**src/rtl/reg_bank_unit.sv**
```systemverilog
// Bank of N W-bit registers with per-register clear/load/inc/dec, shared load data,
// a read-select port, combinational zero flags and registered wrap pulses.
module reg_bank_unit #(
    parameter int unsigned    W       = 16,
    parameter int unsigned    N       = 8,
    parameter int unsigned    SELW    = $clog2(N),
    parameter logic [W-1:0]   RST_VAL = '0
) (
    input  logic            clk,
    input  logic            reset,
    input  logic [N-1:0]    clr,
    input  logic [N-1:0]    ld,
    input  logic [N-1:0]    inc,
    input  logic [N-1:0]    dec,
    input  logic [W-1:0]    data,
    input  logic [SELW-1:0] rd_sel,
    output logic [N*W-1:0]  q,
    output logic [W-1:0]    rd_data,
    output logic [N-1:0]    zero,
    output logic [N-1:0]    wrap
);

    logic [W-1:0] regs     [N];
    logic [W-1:0] nxt      [N];
    logic [N-1:0] wrap_nxt;

    // Per-register next value: clr > ld > inc > dec > hold
    always_comb begin
        wrap_nxt = '0;
        for (int i = 0; i < N; i++) begin
            nxt[i] = regs[i];
            if (clr[i]) begin
                nxt[i] = '0;
            end else if (ld[i]) begin
                nxt[i] = data;
            end else if (inc[i]) begin
                nxt[i]      = regs[i] + W'(1);
                wrap_nxt[i] = (regs[i] == {W{1'b1}});
            end else if (dec[i]) begin
                nxt[i]      = regs[i] - W'(1);
                wrap_nxt[i] = (regs[i] == '0);
            end
        end
    end

    always_ff @(posedge clk or negedge reset) begin
        if (!reset) begin
            for (int i = 0; i < N; i++) begin
                regs[i] <= RST_VAL;
            end
            wrap <= '0;
        end else begin
            for (int i = 0; i < N; i++) begin
                regs[i] <= nxt[i];
            end
            wrap <= wrap_nxt;
        end
    end

    // Packed view, zero flags and read mux; out-of-range select reads 0
    always_comb begin
        q       = '0;
        zero    = '0;
        rd_data = '0;
        for (int i = 0; i < N; i++) begin
            q[i*W +: W] = regs[i];
            zero[i]     = (regs[i] == '0);
            if (rd_sel == SELW'(i)) begin
                rd_data = regs[i];
            end
        end
    end

endmodule
```
**config.mk**
```make
export PLATFORM = sky130hd
export DESIGN_NAME = reg_bank_unit
export DESIGN_NICKNAME = d
export VERILOG_FILES = /design/src/rtl/reg_bank_unit.sv
export SDC_FILE = /design/constraint.sdc
export NUM_CORES = 1
export LEC_CHECK = 0
export ABC_AREA = 0
export CAP_MARGIN = 10
export CELL_PAD_IN_SITES_DETAIL_PLACEMENT = 0
export CELL_PAD_IN_SITES_GLOBAL_PLACEMENT = 1
export CORE_MARGIN = 2
export CORE_UTILIZATION = 41
export DETAILED_ROUTE_END_ITERATION = 8
export GPL_TIMING_DRIVEN = 0
export PLACE_DENSITY_LB_ADDON = 0.08
export SYNTH_ARGS = -nofsm -noshare
export SYNTH_HDL_FRONTEND = slang
export SYNTH_SLANG_ARGS = --single-unit
```
**constraint.sdc**
```tcl
create_clock -name clk -period 3.6 [get_ports clk]
set_input_delay 0.72 -clock clk [delete_from_list [all_inputs] [get_ports clk]]
set_output_delay 0.72 -clock clk [all_outputs]
set_load 0.005 [all_outputs]
```
Word-level counts from Yosys, hierarchy flattened
Cells that the tools add are included.
{"block": "word_totals", "ff_bits": 136, "out_inout_bits": 160, "word_cells": 129}
{"block": "op_classes", "add_sub_neg": 16, "n_eq_ne": 15, "muxes": 72, "n_reduce_logical": 17}
{"cell": "two-way mux 16 bit", "count": 40}
{"cell": "adder 16 x 1 -> 16 bit (second input constant)", "count": 8}
{"cell": "equality test 16 bit (second input constant)", "count": 8}
{"cell": "logical NOT 16 bit", "count": 8}
{"cell": "subtractor 16 x 1 -> 16 bit (second input constant)", "count": 8}
{"cell": "two-way mux 1 bit", "count": 32}
{"cell": "nonzero test 4 bit", "count": 8}
{"cell": "equality test 3 bit (second input constant)", "count": 4}
{"cell": "equality test 3 x 2 -> 1 bit (second input constant)", "count": 2}
{"cell": "equality test 3 x 1 -> 1 bit (second input constant)", "count": 1}
{"cell": "logical NOT 3 bit", "count": 1}

Depth between registers and ports, before layout
Gate-level depths: netlist of the first run.
{"block": "depth", "ltp_word": 9, "depth_mapped": 11, "ltp_nobuf": 10}

Worst setup path after synthesis of the first run
Ideal clock, no wire load.
{"block": "synth_timing", "kind": "input to register", "start": "input port inc[4]", "end": "register regs (netlist bit q[78])", "setup_ns": 0.132, "t_arrival_ns": 3.011, "setup_slack_ns": 0.458, "cell_stages": 10, "path_buffers": 0, "cell_sequence": "inv_1 ha_1 a21o_1 a21oi_2 o21bai_1 a2111oi_2 o21bai_1 a21oi_2 nor4_1 or3b_1"}
{"block": "synth_via", "elab_chain_len": 3}
{"item": "start: declaration", "line": "13", "rtl": "input logic [N-1:0] inc,"}
{"item": "two-way mux 16 bit", "line": "36", "rtl": "end else if (inc[i]) begin"}
{"item": "two-way mux 16 bit", "line": "34", "rtl": "end else if (ld[i]) begin"}
{"item": "two-way mux 16 bit", "line": "32", "rtl": "if (clr[i]) begin"}
{"item": "end signal: indexed assignment", "line": "54", "rtl": "regs[i] <= nxt[i];"}
{"item": "end: declaration", "line": "23", "rtl": "logic [W-1:0] regs [N];"}
Several ways; a longest one is shown, not always the timed one.
A chain may end at the register's enable or synchronous reset.

Final worst setup path of the first run
{"block": "layout_timing", "start": "input port rd_sel[0]", "end": "output port rd_data[13]"}
{"block": "layout_via", "elab_chain_len": 9}
{"item": "start: declaration", "line": "16", "rtl": "input logic [SELW-1:0] rd_sel,"}
{"item": "logical NOT 3 bit", "line": "68", "rtl": "if (rd_sel == SELW'(i)) begin"}
{"item": "two-way mux 16 bit (7 in a row)", "line": "68"}
{"item": "two-way mux 16 bit *", "line": "68"}
{"item": "end: declaration", "line": "18", "rtl": "output logic [W-1:0] rd_data,"}
Mark *: on every way between the ends. The rest lies on a longest branch, timed or not.

==> results of run 1 <==
[logic make-up after synthesis]
kind of cell             count (synthesis)  synth area share [%]
AO/OA/AOI/OAI                          572                  29.4
XOR/XNOR                                98                  6.47
adder cells (fa/ha/maj)                120                  11.8
buffers and inverters                  136                  3.87
flip-flops                             136                  25.7
multiplexers                            44                  3.79
AND/OR/NAND/NOR                        525                  19.1
[layout make-up]
type / count / area, µm²
clock inverters: 12 / 174
plain buffers: 85 / 339
diodes: 1 / 2.50
flip-flops and latches: 136 / 3400
multi-input cells: 1359 / 9400
inverters: 51 / 221
repair buffers: 232 / 2270
fillers: 3070 / 14900
repair inverters: 1 / 5.00
clock buffers: 20 / 457
well taps: 402 / 503
[per-layer routing]
metal  global-route usage, %  vias to the layer above  part of all wire (%)
met5                       0                        -                     0
met4                    13.9                        0                   4.6
met3                    6.66                      124                   8.3
met2                    48.7                      692                    43
met1                    44.2                     6976                    44
li1                        -                     6705                     -
[path summary, 6_finish.rpt]
path / from / end / slack (ns) / cells after the start
setup / recovery: rd_sel[0] / rd_data[13] / 0.14 / 7
hold / removal: reset / q[62]$_DFFE_PN0P_ / 0.21 / 1
setup reg to reg: q[48]$_DFFE_PN0P_ / q[62]$_DFFE_PN0P_ / 0.71 / 9
hold reg to reg: q[31]$_DFFE_PN0P_ / q[31]$_DFFE_PN0P_ / 0.69 / 2
max in group asynchronous: reset / q[36]$_DFFE_PN0P_ / 2.50 / 2
min in group clk: clr[0] / q[0]$_DFFE_PN0P_ / 0.67 / 2
[power by group through the flow]
stage	Clock, mW	Sequential, mW	Combinational, mW
after global placement	0	2.14	2.62
after global routing	2.02	2.13	3.01
after detailed placement	0	2.13	2.63
after CTS	1.95	2.10	2.68
final	1.94	2.12	2.74
after floorplan	0	1.93	1.71
[cells in the mapped netlist, drive strengths merged (8+ instances only)]
| cell | count |
|---|---|
| nand3 | 20 |
| mux2i | 30 |
| mux2 | 10 |
| or3 | 11 |
| fa | 8 |
| nor2b | 12 |
| and3 | 17 |
| o22ai | 12 |
| nor4 | 50 |
| o21a | 27 |
| a31oi | 12 |
| and4 | 9 |
| a21oi | 175 |
| o21ai | 82 |
| nand2 | 131 |
| clkbuf | 70 |
| nor3b | 8 |
| buf | 15 |
| a22oi | 13 |
| xor2 | 40 |
| nand2b | 14 |
| a22o | 28 |
| o21bai | 18 |
| a221oi | 35 |
| nand4 | 35 |
| a211oi | 40 |
| o211ai | 11 |
| xnor2 | 58 |
| nor2 | 176 |
| o31ai | 12 |
| nor3 | 22 |
| o221ai | 12 |
| inv | 51 |
| ha | 112 |
| a21o | 45 |
| dfrtp | 136 |
[state kept, by name, summed over array words and instances, names as in the netlist]
register,cells
q,128
wrap,8
[worst reg2reg max path, stage by stage, from the launching register on]
cell and delay [ns]:
dfrtp_1 0.53, fa_1 0.49, a21o_1 0.19, a21oi_2 0.17, o21bai_1 0.11, a2111oi_2 0.47
o21bai_1 0.15, a21oi_2 0.24, nor4_1 0.07, or3b_1 0.35
[what timing repair did]
| item | in CTS | in global routing |
|---|---|---|
| pin swaps | 0 | 1 |
| resized for setup | 19 | 17 |
| hold buffers | 0 | 0 |
| cloned | 0 | 1 |
| buffers inserted | 21 | 17 |
| endpoints found under the setup margin | 22 | 22 |
==> summary.md, run 1 <==
| Metric | Value |
|---|---|
| Fin. Hold Viols | 0 |
| DP Area | 15700 µm² |
| CTS Buf Count | 17 |
| CP Max Fanout | 10 |
| Largest net degree at the start of global routing | 95 |
| Initial antenna violation count | 3 |
| Critical path, cell by cell | clkbuf_2 -> clkbuf_1 -> clkbuf_1 -> nand2_1 -> o221ai_1 -> a22o_1 -> clkdlybuf4s50_1 |
| Yosys cell types | 68 |
| Die X | 184 µm |
| Period utilization | 96.1% |
| Kind of critical path | primary input to output port |
| Rel. slew slack | 22.2% |
| Ys flop type | dfrtp_1 |
| Critical Path RT | 2.88 ns |
| Worst-path clk slew | 0.06 ns |
| Clk pwr share | 28.6% |
| Net switching power | 2.64 mW |
| Die height | 184 µm |
| Crit path buf inv count | 4 |
| Clk_lat worst skew | 0.43 ns |
| CP endpoint kind | output port |
| Placer Congestion | 0.951 |
| Layout cells sized above 1 | 7.49% |
| DIE AREA | 33800 µm² |
| Post-Syn Area | 13300 µm² |
| Static leakage | 7.22 nW |
| Placement row count | 65 |
| Worst path slowest cell | clkdlybuf4s50_1 |
| Achievable frequency | 289 MHz |
| Maximum root-to-sink buffer count | 2 |
| Final Core Density | 52.9% |
| Drt initial violations | 1454 |
| Post-Synthesis Cells | 1631 |
| CP top delay family | buffers and inverters |
| # placed instances | 2227 |
| CP arrival | 2.74 ns |
| PortBufs | 193 |
| Avg WL per Cell | 24.0 µm |
| Worst vdd ir | 0.343 mV |
| Slew @ Worst Pin | 1.17 ns |
| Tot Pwr | 6.81 mW |
| Status | finished clean |
| Pre-Repair DR Iteration Count | 5 |
| Setup_tns | 0 ns |
| Initial Util | 41.8% |
| Seq/Total Area, Yosys | 25.7% |
| Vias in the first global route | 13594 |
| Core Region | 31700 µm² |
| Commonest non-fill, non-tap cell in the layout | clkdlybuf4s50_1 |
| First-pass GRT wire length | 82400 µm |
| Commonest non-fill, non-tap cells in the layout | clkdlybuf4s50_1 (187), nor2_1 (176), a21oi_1 (166) |
| Avg Cell Area, Syn | 8.13 µm² |
| Post-synth top area cell | dfrtp_1 |
| Post-route insts no fill | 2299 |
| Worst hold-check path type | primary input to asynchronous set/reset pin |
| Clock Root Buffer | clkbuf_16 |
| Post-synth EDFFs | 0 |
| Cell Int Power | 4.17 mW |
| Total vias in the final route | 14497 |
| Combinational share of power | 40.3% |
| I/O pin count | 213 |
| Post-Layout Inst Area | 16800 µm² |
| Top cell type's share of synthesized area | 25.7% |
| Final setup margin | 0.140 ns |
| DR vias/cell | 6.31 |
| Area grow syn2layout | 26.5% |
| Post-Route WL | 55200 µm |
| Antenna Nets Post-Route | 0 |
| Setup violators final | 0 |
| Residual DRC | 0 |
| H-tree depth | 4 |
| Synth Warn # | 0 |
| Top cells by area, synth | dfrtp_1 (26%), ha_1 (11%), a21oi_1 (6.4%), nor2_1 (5.0%), xnor2_1 (3.8%) |
| TritonCTS clock tree | built |
| Max-slew violations | 0 |
| Min Clock Period, post-route | 3.46 ns |
| PD cells | 406 nW/µm² |
| Worst slack, placed | -0.709 ns |
| # nets final | 2056 |
| Async SR Flop Fraction | 100% |
| Dpl hpwl | 40400 µm |
| GRT Util Overall | 32.1% |
| Synth Register Bits | 136 |
| Worst hold slack | 0.214 ns |
| Global route overflow | 0 |
| Most Frequent Cell on Critical Path | clkbuf_1 |
| Syn nets | 1804 |
| Clk sinks | 136 |
| Clk_skew | 0.00992 ns |
| Max Cap Viol | 0 |
| Sw Ratio | 38.8% |
| Sequential group share of total power | 31.2% |
| Nature of the critical path startpoint | primary input |
| Max stage delay on crit path | 0.55 ns |
(Power assumes the default switching activity.)
==> inputs of run 2 (changes only) <==
--- a/config.mk
+++ b/config.mk
@@ -11,9 +11,10 @@
 export CELL_PAD_IN_SITES_GLOBAL_PLACEMENT = 1
 export CORE_MARGIN = 2
 export CORE_UTILIZATION = 41
+export CTS_CLUSTER_SIZE = 20
 export DETAILED_ROUTE_END_ITERATION = 8
 export GPL_TIMING_DRIVEN = 0
-export PLACE_DENSITY_LB_ADDON = 0.08
+export PLACE_DENSITY_LB_ADDON = 0.1
 export SYNTH_ARGS = -nofsm -noshare
 export SYNTH_HDL_FRONTEND = slang
 export SYNTH_SLANG_ARGS = --single-unit
==> summary.md, run 2 (synthesis results as in run 1) <==
| Metric | Value |
|---|---|
| Placement row count | 65 (unchanged) |
| Initial Util | 41.8% (unchanged) |
| Layout cells sized above 1 | 6.99% (-0.50 points) |
| CTS Buf Count | 17 (unchanged) |
| TritonCTS clock tree | built |
| Worst-path clk slew | 0.07 ns (about the same) |
| CP endpoint kind | output port |
| Clk_skew | 0.0142 ns (+0.00428 ns) |
| ANT cells | 0 (-1) |
| Unrepaired setup endpoints after global routing | yes |
| Slew @ Worst Pin | 1.19 ns (+0.0197 ns) |
| DIE AREA | 33800 µm² (unchanged) |
| Busiest grt layer | met2 |
| Max reg flops | 128 (unchanged) |
| Antenna Nets Post-Route | 0 (unchanged) |
| CP top delay family | buffers and inverters |
| Fin. Hold Viols | 0 (unchanged) |
| Tot Pwr | 6.73 mW (-1.2%) |
| H-tree depth | 4 (unchanged) |
| CP arrival | 2.81 ns (+0.07 ns) |
| Min Clock Period, post-route | 3.53 ns (+0.0704 ns) |
| Dpl hpwl | 40400 µm (about the same) |
| Rel. slew slack | 20.9% (-1.3 points) |
| Global route overflow | 0 (unchanged) |
| Kind of critical path | primary input to output port |
| Met2 usage | 49.7% (+1.0 points) |
| Largest net degree at the start of global routing | 96 (+1.1%) |
| Commonest non-fill, non-tap cells in the layout | clkdlybuf4s50_1 (185), nor2_1 (176), a21oi_1 (168) |
| Fill cells | 3151 (+2.6%) |
| Max stage delay on crit path | 0.52 ns (-0.03 ns) |
| Post-Route WL | 55500 µm (+0.53%) |
| Max Cap Viol | 0 (unchanged) |
| Pre-Repair DR Iteration Count | 6 (+1) |
| Worst path slowest cell | clkdlybuf4s50_1 |
| Drt initial violations | 1439 (-1.0%) |
| Met1 GRT Util | 45.0% (+0.80 points) |
| Static leakage | 7.20 nW (-0.31%) |
| # nets final | 2049 (-0.34%) |
| Initial antenna violation count | 2 (-1) |
| Worst vdd ir | 0.301 mV (-12%) |
| GRT Util Overall | 32.5% (+0.37 points) |
| Core Region | 31700 µm² (unchanged) |
| Maximum root-to-sink buffer count | 2 (unchanged) |
| Worst slack, placed | -0.866 ns (-0.157 ns) |
| Area grow syn2layout | 25.7% |
| First-pass GRT wire length | 83400 µm (+1.2%) |
| CP Max Fanout | 10 (unchanged) |
| Placer Congestion | 0.983 (+3.4%) |
| GRT met3 Usage | 5.37% (-1.3 points) |
| Post-Layout Inst Area | 16700 µm² (-0.60%) |
| Max-slew violations | 0 (unchanged) |
| Total vias in the final route | 14462 (-0.24%) |
| Critical Path RT | 2.88 ns (about the same) |
| Vias in the first global route | 13581 (-0.096%) |
| Avg WL per Cell | 24.2 µm (+0.88%) |
| Hold-fix buffers at CTS | 0 (unchanged) |
| Clk_lat worst skew | 0.44 ns (about the same) |
| Achievable frequency | 283 MHz (-2.0%) |
| Nature of the critical path startpoint | primary input |
| Clk sinks | 136 (unchanged) |
| Final setup margin | 0.0697 ns (-0.0704 ns) |
| Worst hold-check path type | primary input to asynchronous set/reset pin |
| Setup violators final | 0 (unchanged) |
| I/O pin count | 213 (unchanged) |
| Period utilization | 98.1% (+2.0 points) |
| Residual DRC | 0 (unchanged) |
| Die height | 184 µm (unchanged) |
| PortBufs | 193 (unchanged) |
| Commonest non-fill, non-tap cell in the layout | clkdlybuf4s50_1 |
| Clock Root Buffer | clkbuf_16 |
| Setup_tns | 0 ns (unchanged) |
| Status | finished clean |
| DP Area | 15700 µm² (unchanged) |
| Final Core Density | 52.6% (-0.32 points) |
| PD cells | 403 nW/µm² (-0.60%) |
| Critical path, cell by cell | clkdlybuf4s15_1 -> buf_6 -> buf_4 -> mux2i_1 -> nor2_1 -> a21oi_1 -> o221ai_1 -> clkdlybuf4s50_1 |
| Die X | 184 µm (unchanged) |
| DR vias/cell | 6.31 (+0.11%) |
| Crit path buf inv count | 4 (unchanged) |
[run 2: power by group]
part | switching (mW) | total (mW) | internal [mW]
sequential | 0.450 | 2.13 | 1.68
clock | 0.724 | 1.87 | 1.15
combinational | 1.44 | 2.73 | 1.28
total | 2.62 | 6.73 | 4.11
[run 2: stage by stage]
| step | cells | hold slack [ns] |
|---|---|---|
| 6_report | 2291 | 0.206 |
| 5_1_grt | 2291 | 0.224 |
| 4_1_cts | 2273 | 0.212 |
| 3_5_place_dp | 2227 | 0.675 |
| 3_3_place_gp | 2226 | 0.658 |
| 2_1_floorplan | 1631 | 0.424 |
[run 2: path summary, 6_finish.rpt]
| path | depth (start not counted) | to | from | slack (ns) |
|---|---|---|---|---|
| setup / recovery | 8 | rd_data[14] | rd_sel[1] | 0.07 |
| hold / removal | 1 | wrap[5]$_DFF_PN0_ | reset | 0.21 |
| setup reg to reg | 9 | q[62]$_DFFE_PN0P_ | q[48]$_DFFE_PN0P_ | 0.63 |
| hold reg to reg | 2 | q[31]$_DFFE_PN0P_ | q[31]$_DFFE_PN0P_ | 0.70 |
| max in group asynchronous | 2 | q[35]$_DFFE_PN0P_ | reset | 2.53 |
| min in group clk | 2 | q[0]$_DFFE_PN0P_ | clr[0] | 0.69 |
[run 2: metal layers]
metal / vias up / wire length, µm
met2: 634 / 24000
met1: 7002 / 24700
met4: 2 / 2650
met5: - / 17
li1: 6684 / -
met3: 140 / 4070
[run 2: cell type report]
class,count,area (µm²),area share (%)
buffer,85,342,2.05
clock buffer,22,474,2.84
timing repair buffer,224,2200,13.2
clock inverter,10,144,0.863
sequential,136,3400,20.4
tap,402,503,3.02
timing repair inverter,2,10.0,0.0600
multi-input combinational,1359,9370,56.2
inverter,51,221,1.33
[run 2: timing repair]
action,CTS,global route
gates resized for setup,16,22
cloned,0,2
setup buffers,14,16
hold endpoints to repair,0,0
setup endpoints to repair,21,26
pin swaps,0,1
